## config.mk

```make
export PLATFORM = sky130hd
export DESIGN_NAME = keypad_entry_buffer
export DESIGN_NICKNAME = d
export VERILOG_FILES = /design/src/rtl/keypad_entry_buffer.sv
export SDC_FILE = /design/constraint.sdc
export NUM_CORES = 1
export LEC_CHECK = 0
export BUFFER_PORTS_ARGS = -buffer_cell sky130_fd_sc_hd__buf_4
export CAP_MARGIN = 30
export CORE_ASPECT_RATIO = 1.1
export CORE_MARGIN = 1
export CORE_UTILIZATION = 55
export DETAILED_ROUTE_END_ITERATION = 8
export PLACE_DENSITY = 0.77
export SKIP_CTS_REPAIR_TIMING = 1
export SLEW_MARGIN = 5
export SYNTH_ARGS = -nofsm -noshare
export SYNTH_HDL_FRONTEND = slang
export SYNTH_SLANG_ARGS = --single-unit
```

## constraint.sdc

```tcl
create_clock -name clock -period 2.4 [get_ports clock]
set_clock_uncertainty 0.2 [all_clocks]
set_input_delay 0.48 -clock clock [delete_from_list [all_inputs] [get_ports clock]]
set_output_delay 0.48 -clock clock [all_outputs]
set_load 0.05 [all_outputs]
```

## src/rtl/keypad_entry_buffer.sv

```systemverilog
// keypad_entry_buffer: debounced keypad front end with multi-digit entry editing.
// Synchronises the raw key strobe/code, debounces the strobe and emits one
// accept event per press. Accepted keys edit an N-digit buffer (digit insert,
// backspace, clear) and enter delivers the buffered entry.
// Ports:
//   clock, reset   - rising-edge clock, asynchronous active-high reset
//   key_code       - raw scanner code, stable while key_strobe is high
//   key_strobe     - raw, bouncing key-pressed level
//   key_valid      - one-cycle pulse per accepted press; key_out holds its code
//   entry_valid    - one-cycle pulse on enter with a non-empty buffer
//   entry_data     - delivered digits, oldest in the top field, right-aligned
//   entry_count    - digit count of the delivered entry
//   cur_count      - digits currently buffered
//   overflow       - pulse when a digit is dropped on a full buffer
//   empty_enter    - pulse when enter is pressed on an empty buffer
module keypad_entry_buffer #(
   parameter int unsigned      KEY_W           = 4,
   parameter int unsigned      DIGITS          = 4,
   parameter int unsigned      DEBOUNCE_CYCLES = 4,
   parameter logic [KEY_W-1:0] KEY_BACK        = KEY_W'(4'hB),
   parameter logic [KEY_W-1:0] KEY_CLEAR       = KEY_W'(4'hC),
   parameter logic [KEY_W-1:0] KEY_ENTER       = KEY_W'(4'hE)
) (
   input  logic                              clock,
   input  logic                              reset,
   input  logic [KEY_W-1:0]                  key_code,
   input  logic                              key_strobe,
   output logic                              key_valid,
   output logic [KEY_W-1:0]                  key_out,
   output logic                              entry_valid,
   output logic [DIGITS*KEY_W-1:0]           entry_data,
   output logic [$clog2(DIGITS+1)-1:0]       entry_count,
   output logic [$clog2(DIGITS+1)-1:0]       cur_count,
   output logic                              overflow,
   output logic                              empty_enter
);

   localparam int unsigned BUF_W  = DIGITS * KEY_W;
   localparam int unsigned CNT_W  = $clog2(DIGITS + 1);
   localparam int unsigned DCNT_W = $clog2(DEBOUNCE_CYCLES + 1);

   typedef enum logic {RELEASED = 1'b0, PRESSED = 1'b1} state_t;

   state_t             state_q;
   logic [DCNT_W-1:0]  dcnt_q;
   logic               strb_s1_q, strb_s2_q;
   logic [KEY_W-1:0]   code_s1_q, code_s2_q;
   logic [BUF_W-1:0]   buf_q;
   logic [CNT_W-1:0]   cur_count_q;
   logic [CNT_W-1:0]   entry_count_q;
   logic [BUF_W-1:0]   entry_data_q;
   logic [KEY_W-1:0]   key_out_q;
   logic               key_valid_q, entry_valid_q, overflow_q, empty_enter_q;

   logic               settle_c;
   logic               differ_c;
   logic               digit_c;
   logic               room_c;

   // Debounce decision terms and key classification for the current cycle
   always_comb begin
      settle_c = (dcnt_q == DCNT_W'(DEBOUNCE_CYCLES));
      differ_c = (strb_s2_q != (state_q == PRESSED));
      digit_c  = (code_s2_q <= KEY_W'(9));
      room_c   = (cur_count_q < CNT_W'(DIGITS));
   end

   // Synchronisers, debounce FSM, entry buffer and registered outputs
   always_ff @(posedge clock or posedge reset) begin
      if (reset) begin
         state_q       <= RELEASED;
         dcnt_q        <= '0;
         strb_s1_q     <= 1'b0;
         strb_s2_q     <= 1'b0;
         code_s1_q     <= '0;
         code_s2_q     <= '0;
         buf_q         <= '0;
         cur_count_q   <= '0;
         entry_count_q <= '0;
         entry_data_q  <= '0;
         key_out_q     <= '0;
         key_valid_q   <= 1'b0;
         entry_valid_q <= 1'b0;
         overflow_q    <= 1'b0;
         empty_enter_q <= 1'b0;
      end else begin
         strb_s1_q     <= key_strobe;
         strb_s2_q     <= strb_s1_q;
         code_s1_q     <= key_code;
         code_s2_q     <= code_s1_q;
         key_valid_q   <= 1'b0;
         entry_valid_q <= 1'b0;
         overflow_q    <= 1'b0;
         empty_enter_q <= 1'b0;

         // Once the run of differing samples has reached the threshold the
         // level change is committed on this edge.
         if (settle_c) begin
            dcnt_q <= '0;
            if (state_q == RELEASED) begin
               state_q     <= PRESSED;
               key_valid_q <= 1'b1;
               key_out_q   <= code_s2_q;
               if (digit_c) begin
                  if (room_c) begin
                     // Top field is already zero when not full, so the shift
                     // never loses a digit.
                     buf_q       <= (buf_q << KEY_W) | BUF_W'(code_s2_q);
                     cur_count_q <= cur_count_q + CNT_W'(1);
                  end else begin
                     overflow_q <= 1'b1;
                  end
               end else if (code_s2_q == KEY_BACK) begin
                  if (cur_count_q != '0) begin
                     buf_q       <= buf_q >> KEY_W;
                     cur_count_q <= cur_count_q - CNT_W'(1);
                  end
               end else if (code_s2_q == KEY_CLEAR) begin
                  buf_q       <= '0;
                  cur_count_q <= '0;
               end else if (code_s2_q == KEY_ENTER) begin
                  if (cur_count_q != '0) begin
                     entry_data_q  <= buf_q;
                     entry_count_q <= cur_count_q;
                     entry_valid_q <= 1'b1;
                     buf_q         <= '0;
                     cur_count_q   <= '0;
                  end else begin
                     empty_enter_q <= 1'b1;
                  end
               end
            end else begin
               state_q <= RELEASED;
            end
         end else if (differ_c) begin
            dcnt_q <= dcnt_q + DCNT_W'(1);
         end else begin
            dcnt_q <= '0;
         end
      end
   end

   assign key_valid   = key_valid_q;
   assign key_out     = key_out_q;
   assign entry_valid = entry_valid_q;
   assign entry_data  = entry_data_q;
   assign entry_count = entry_count_q;
   assign cur_count   = cur_count_q;
   assign overflow    = overflow_q;
   assign empty_enter = empty_enter_q;

endmodule
```

==> impl_metrics.csv, run 1 <==
group,metric,value,unit
yosys,avgSynthCellArea,13.0,µm²
detailed_routing,dr_total_vias,1644,
yosys,synth_compound_area_share,8.67,%
clocking,cts.sinks,60,
global_routing,grt_pass1_wl,7580,µm
clocking,clk_path_buf_depth,2,
die,die_area,5060,µm²
yosys,ys_top_cells_by_area,"dfrtp_1 57%, mux2_2 12%, o21ai_0 3.0%",
die,fp.dieW,67.9,µm
pwr,leakage,1.67,nW
hold_path,hold_path_class,"input pin to register",
yosys,ys_seq_area_share,57.1,%
clocking,cts.reportedPaths.clkPinSlew,0.06,ns
die,start_util,56.9,%
placement,post-dp-hpwl,3070,µm
yosys,synth_top_family_by_area,"multiplexers",
yosys,syn_nets,214,
yosys,synth-xor-area-share,0.333,%
sta,hold_viol,0,
yosys,yosys.area_share.simple,11.7,%
sta,drv_slew,0,
sta,final.setup.worst_slack,0.227,ns
flow_run,drv_cap,0,
sta,fin_crit_sh,90.6,%
global_routing,grt_pass1_vias,1621,
finish,layout_common_cells,"59 x dfrtp_1, 39 x buf_4, 28 x mux2_2, 18 x nand2_1, 16 x o21ai_0",
die,pin_count,37,
clocking,cts_tree,"yes",
die,die_h,74.5,µm
setup_path,arrival,2.19,ns
pwr,power_density,860,nW/µm²
sta,tns,0,ns
setup_path,r2r_start,"dcnt_q[0]",
global_routing,grt.overflow.total,0,
yosys,synthAdderAreaFrac,2.38,%
clocking,root_buffer,"clkbuf_8",
pwr,irDropWorstVdd,0.572,mV
yosys,synth_top_area_share,57.1,%
placement,place_ws,0.221,ns
setup_path,startpoint,"dcnt_q[0]",
yosys,synth-seq-cells,60,
finish,drive_gt1_share,42.0,%
sta,relSlewSlack,65.3,%
global_routing,grt_max_degree,27,
die,placementRows,26,
setup_path,critical_path_class,"register to register",
yosys,synthMuxAreaShare,15.9,%
finish,num_antenna_cells,0,
hold_path,min_from,"key_code[0]",
yosys,synth_cell_types,36,
placement,portBuffers,36,
yosys,netlist_instances,202,
sta,worst_slew_pin_slew,0.518,ns
sta,fmax,460,MHz
die,core,4620,µm²
placement,gp_congestion,0.761,
global_routing,grt_usage,21.3,%
yosys,ys_warn_count,0,
finish,final_common_cell,"dfrtp_1",
setup_path,path_max_fanout,19,
finish,areaGrowthSynthToFinish,20.6,%
sta,finalCriticalPeriod,2.17,ns
outcome,status,"completed",
global_routing,antenna_found_initial,0,
finish,final_nets,257,
clocking,cts_max_level,3,
detailed_routing,drtIter0Drc,97,
setup_path,crit_required,2.42,ns
yosys,syn_area,2630,µm²
detailed_routing,drt-total-wl,4580,µm
sta,setup_viol,0,
sta,rsz0062_at_grt,"no",
clocking,clkLatencyLatePin,0.34,ns
detailed_routing,wl_per_cell,15.0,µm
setup_path,end_kind,"register",
detailed_routing,via_per_inst,5.37,
yosys,yosysTopAreaCell,"dfrtp_1",
clocking,cts_inserted_buffers,9,
detailed_routing,drc_errors,0,
detailed_routing,detailedRoute.firstPassIterationCount,4,
setup_path,start_kind,"register",
detailed_routing,antenna_left,0,
flip-flops by register name, summed over array words and instances (netlist names), 3 cells and up:
register,cells
buf_q,16
entry_data,16
code_s1_q,4
code_s2_q,4
key_out,4
cur_count,3
dcnt_q,3
entry_count,3
cells by family after synthesis:
group | Yosys count
flops | 60
simple gates | 47
mux | 36
compound gates | 32
buf+inv | 21
fa+ha+maj | 5
xor+xnor | 1
stage by stage:
step                      power [mW]  utilization [%]  hold WS (ns)  cells  instance area (µm²)
after floorplan                 1.66                -         0.131    202                 2630
after global placement          1.80             64.0         0.133    289                 2960
after detailed placement        1.83             64.0         0.135    289                 2960
after CTS                       2.74             68.4       -0.0548    305                 3160
after global routing            2.84             68.6        0.0385    306                 3170
final                           2.72             68.6        0.0484    306                 3170
cells in the mapped netlist:
library cell and count:
nor2_1 5, and3_2 1, nand2_1 18, clkbuf_1 2, a31oi_4 1, nor3b_1 1, buf_2 4, inv_1 11
xnor2_1 1, inv_4 1, nand3b_4 1, and3_1 3, nor2b_2 2, a21boi_0 2, nand4_4 1, dfrtp_1 60
buf_6 2, mux2_1 1, a21o_2 1, a211oi_1 1, a21oi_1 5, and2_1 2, o21ai_0 16, mux2_4 4
a22o_2 4, clkbuf_2 1, mux2_2 28, nor2b_1 1, nand3b_1 9, o211ai_4 1, ha_1 5, o2111ai_1 1
nor3_1 1, mux2i_1 3, nor2_8 1, nand3_4 1
final timing paths:
| path | to | slack (ns) | depth (start not counted) |
|---|---|---|---|
| hold / removal | code_s1_q[0] | 0.05 | 1 |
| hold reg to reg | code_s2_q[0] | 0.15 | 0 |
| setup / recovery | entry_data[5] | 0.23 | 7 |
| min in group asynchronous | code_s1_q[1] | 0.51 | 3 |
| max in group asynchronous | cur_count[0] | 0.92 | 4 |
| setup reg to reg | entry_data[5] | 0.23 | 7 |
critical path, stage by stage (launching register included):
cell,delay (ns)
dfrtp_1,0.38
inv_1,0.07
ha_1,0.27
nand3b_4,0.15
inv_4,0.13
nand4_4,0.16
nor2_8,0.32
mux2_2,0.38
power breakdown:
part	total (mW)	switching, mW	leakage (nW)	internal, mW
registers	1.22	0.0940	0.803	1.13
clock network	0.914	0.386	0.109	0.528
logic	0.589	0.362	0.758	0.227
total	2.72	0.843	1.67	1.88
layout make-up:
| type | instances | area, µm² |
|---|---|---|
| Fill cell | 360 | 1450 |
| Sequential cell | 60 | 1500 |
| Tap cell | 56 | 70.1 |
| Inverter | 12 | 47.5 |
| Clock buffer | 11 | 151 |
| Timing Repair Buffer | 41 | 323 |
| Multi-Input combinational cell | 121 | 1020 |
| Clock inverter | 5 | 50.0 |
per-layer routing:
| layer | part of all wire [%] | up-vias | track usage [%] |
|---|---|---|---|
| met5 | 0 | - | 0 |
| met4 | 2.5 | 0 | 13.4 |
| met3 | 3.6 | 10 | 4.75 |
| met2 | 49 | 35 | 32.3 |
| met1 | 45 | 816 | 27.7 |
| li1 | - | 783 | - |
No activity file was read; power rests on OpenSTA's default activity.
==> run 2, diff against run 1 <==
==> constraint.sdc (replaced) <==
create_clock -name clock -period 2.2 [get_ports clock]
set_clock_uncertainty 0.2 [all_clocks]
set_input_delay 0.44 -clock clock [delete_from_list [all_inputs] [get_ports clock]]
set_output_delay 0.44 -clock clock [all_outputs]
set_load 0.05 [all_outputs]
==> impl_metrics.csv, run 2 (same netlist as run 1, synthesis figures left out) <==
group,metric,value,unit
outcome,status,"complete, but fails checks",
outcome,violations,"hold timing",
setup_path,crit_chain,"inv_1, ha_1, nand3b_4, inv_4, nand4_4, nor2_8, buf_12, mux2_2",
die,die_h,74.5,µm
setup_path,cpPeakStageDelay,0.38,ns
finish,layout_common_cells,"58 x dfrtp_1, 42 x buf_4, 28 x mux2_2, 18 x nand2_1, 16 x o21ai_0",
detailed_routing,drc_errors,0,
sta,hold_viol,26,
placement,gp_congestion,0.809,
sta,rsz0062_at_grt,"no",
finish,fin_cells,314,
clocking,cts_tree,"yes",
setup_path,start_kind,"register",
setup_path,cpLargestDelayFamily,"simple AND/OR/NAND/NOR gates",
sta,relSlewSlack,59.8,%
setup_path,end_kind,"register",
clocking,cts.sinks,60,
die,pin_count,37,
sta,fin_crit_sh,94.4,%
setup_path,path_depth,8,
global_routing,grt_usage,20.5,%
die,placementRows,26,
finish,num_antenna_cells,0,
sta,finalCriticalPeriod,2.08,ns
finish,final_nets,265,
setup_path,critical_path_class,"register to register",
setup_path,r2r_end,"entry_data[5]",
die,fp.dieW,67.9,µm
setup_path,arrival,2.10,ns
setup_path,r2r_setup_slack,0.12,ns
hold_path,hold_path_class,"input pin to async pin",
global_routing,grt_pass1_wl,7250,µm
global_routing,antenna_found_initial,0,
clocking,clkLatencyLatePin,0.34,ns
detailed_routing,detailedRoute.firstPassIterationCount,4,
placement,placedCellCount,292,
detailed_routing,antenna_left,0,
setup_path,cp_slowest_cell,"dfrtp_1",
detailed_routing,wl_per_cell,14.2,µm
finish,final_core_util,70.9,%
placement,portBuffers,36,
setup_path,worst-path-buf-inv,3,
sta,tns,0,ns
clocking,cts_inserted_buffers,9,
sta,drv_slew,0,
clocking,clk_path_buf_depth,2,
setup_path,startpoint,"dcnt_q[0]",
finish,drive_gt1_share,42.6,%
pwr,irDropWorstVdd,0.782,mV
global_routing,grt.overflow.total,0,
clocking,cts_max_level,3,
setup_path,endpoint,"entry_data[5]",
setup_path,path_max_fanout,19,
setup_path,r2r_start,"dcnt_q[0]",
clocking,root_buffer,"clkbuf_8",
sta,fmax,481,MHz
global_routing,grt_max_degree,35,
setup_path,r2r_cells,8,
finish,areaGrowthSynthToFinish,24.7,%
global_routing,grt_pass1_vias,1556,
die,core,4620,µm²
setup_path,crit_required,2.22,ns
detailed_routing,drtIter0Drc,90,
pwr,leakage,1.71,nW
flow_run,drv_cap,0,
sta,setup_viol,0,
die,die_area,5060,µm²
finish,final_common_cell,"dfrtp_1",
sta,worst_slew_pin_slew,0.602,ns
detailed_routing,dr_total_vias,1649,
placement,post-dp-hpwl,2920,µm
pwr,power_density,936,nW/µm²
die,start_util,56.9,%
detailed_routing,drt-total-wl,4460,µm
sta,whs,-0.0302,ns
detailed_routing,via_per_inst,5.25,
clocking,cts.reportedPaths.clkPinSlew,0.07,ns
## run 2: stage by stage
step           power [mW]  hold slack (ns)  area [µm²]  setup slack [ns]
6_report             3.07          -0.0302        3280             0.122
5_1_grt              3.22          0.00810        3280            0.0245
4_1_cts              3.09          -0.0244        3200            0.0470
3_5_place_dp         2.00            0.135        2980            0.0656
3_3_place_gp         1.99            0.133        2980            0.0883
2_1_floorplan        1.81            0.131        2630            0.0178
## run 2: worst min path at each step
stage                  from       endpoint  slack [ns]  cells after the start
4_1_cts               reset  entry_data[0]       -0.02                      2
3_3_place_gp   code_s1_q[2]   code_s2_q[2]        0.13                      0
2_1_floorplan  code_s1_q[0]   code_s2_q[0]        0.13                      0
3_5_place_dp   code_s1_q[0]   code_s2_q[0]        0.13                      0
6_report              reset  entry_data[0]       -0.03                      2
5_1_grt               reset  entry_data[0]       0.008                      2
## run 2: area by class of cell
cell class | count | area [µm²]
sequential | 60 | 1500
tap | 56 | 70.1
clock buffer | 11 | 141
inverter | 12 | 51.3
clock inverter | 5 | 75.1
timing repair buffer | 49 | 405
fill | 331 | 1340
multi-input combinational | 121 | 1030
## run 2: per-layer routing
metal  up-vias  part of all wire, %  GRT usage (%)
met5         -                    0              0
met4         0                  2.5           13.9
met3        10                  5.2           7.36
met2        47                   46           29.3
met1       792                   47           26.0
li1        800                    -              -
## run 2: power by group
| group | switching (mW) | internal, mW |
|---|---|---|
| clock | 0.406 | 0.662 |
| combinational | 0.402 | 0.273 |
| sequential | 0.0953 | 1.23 |
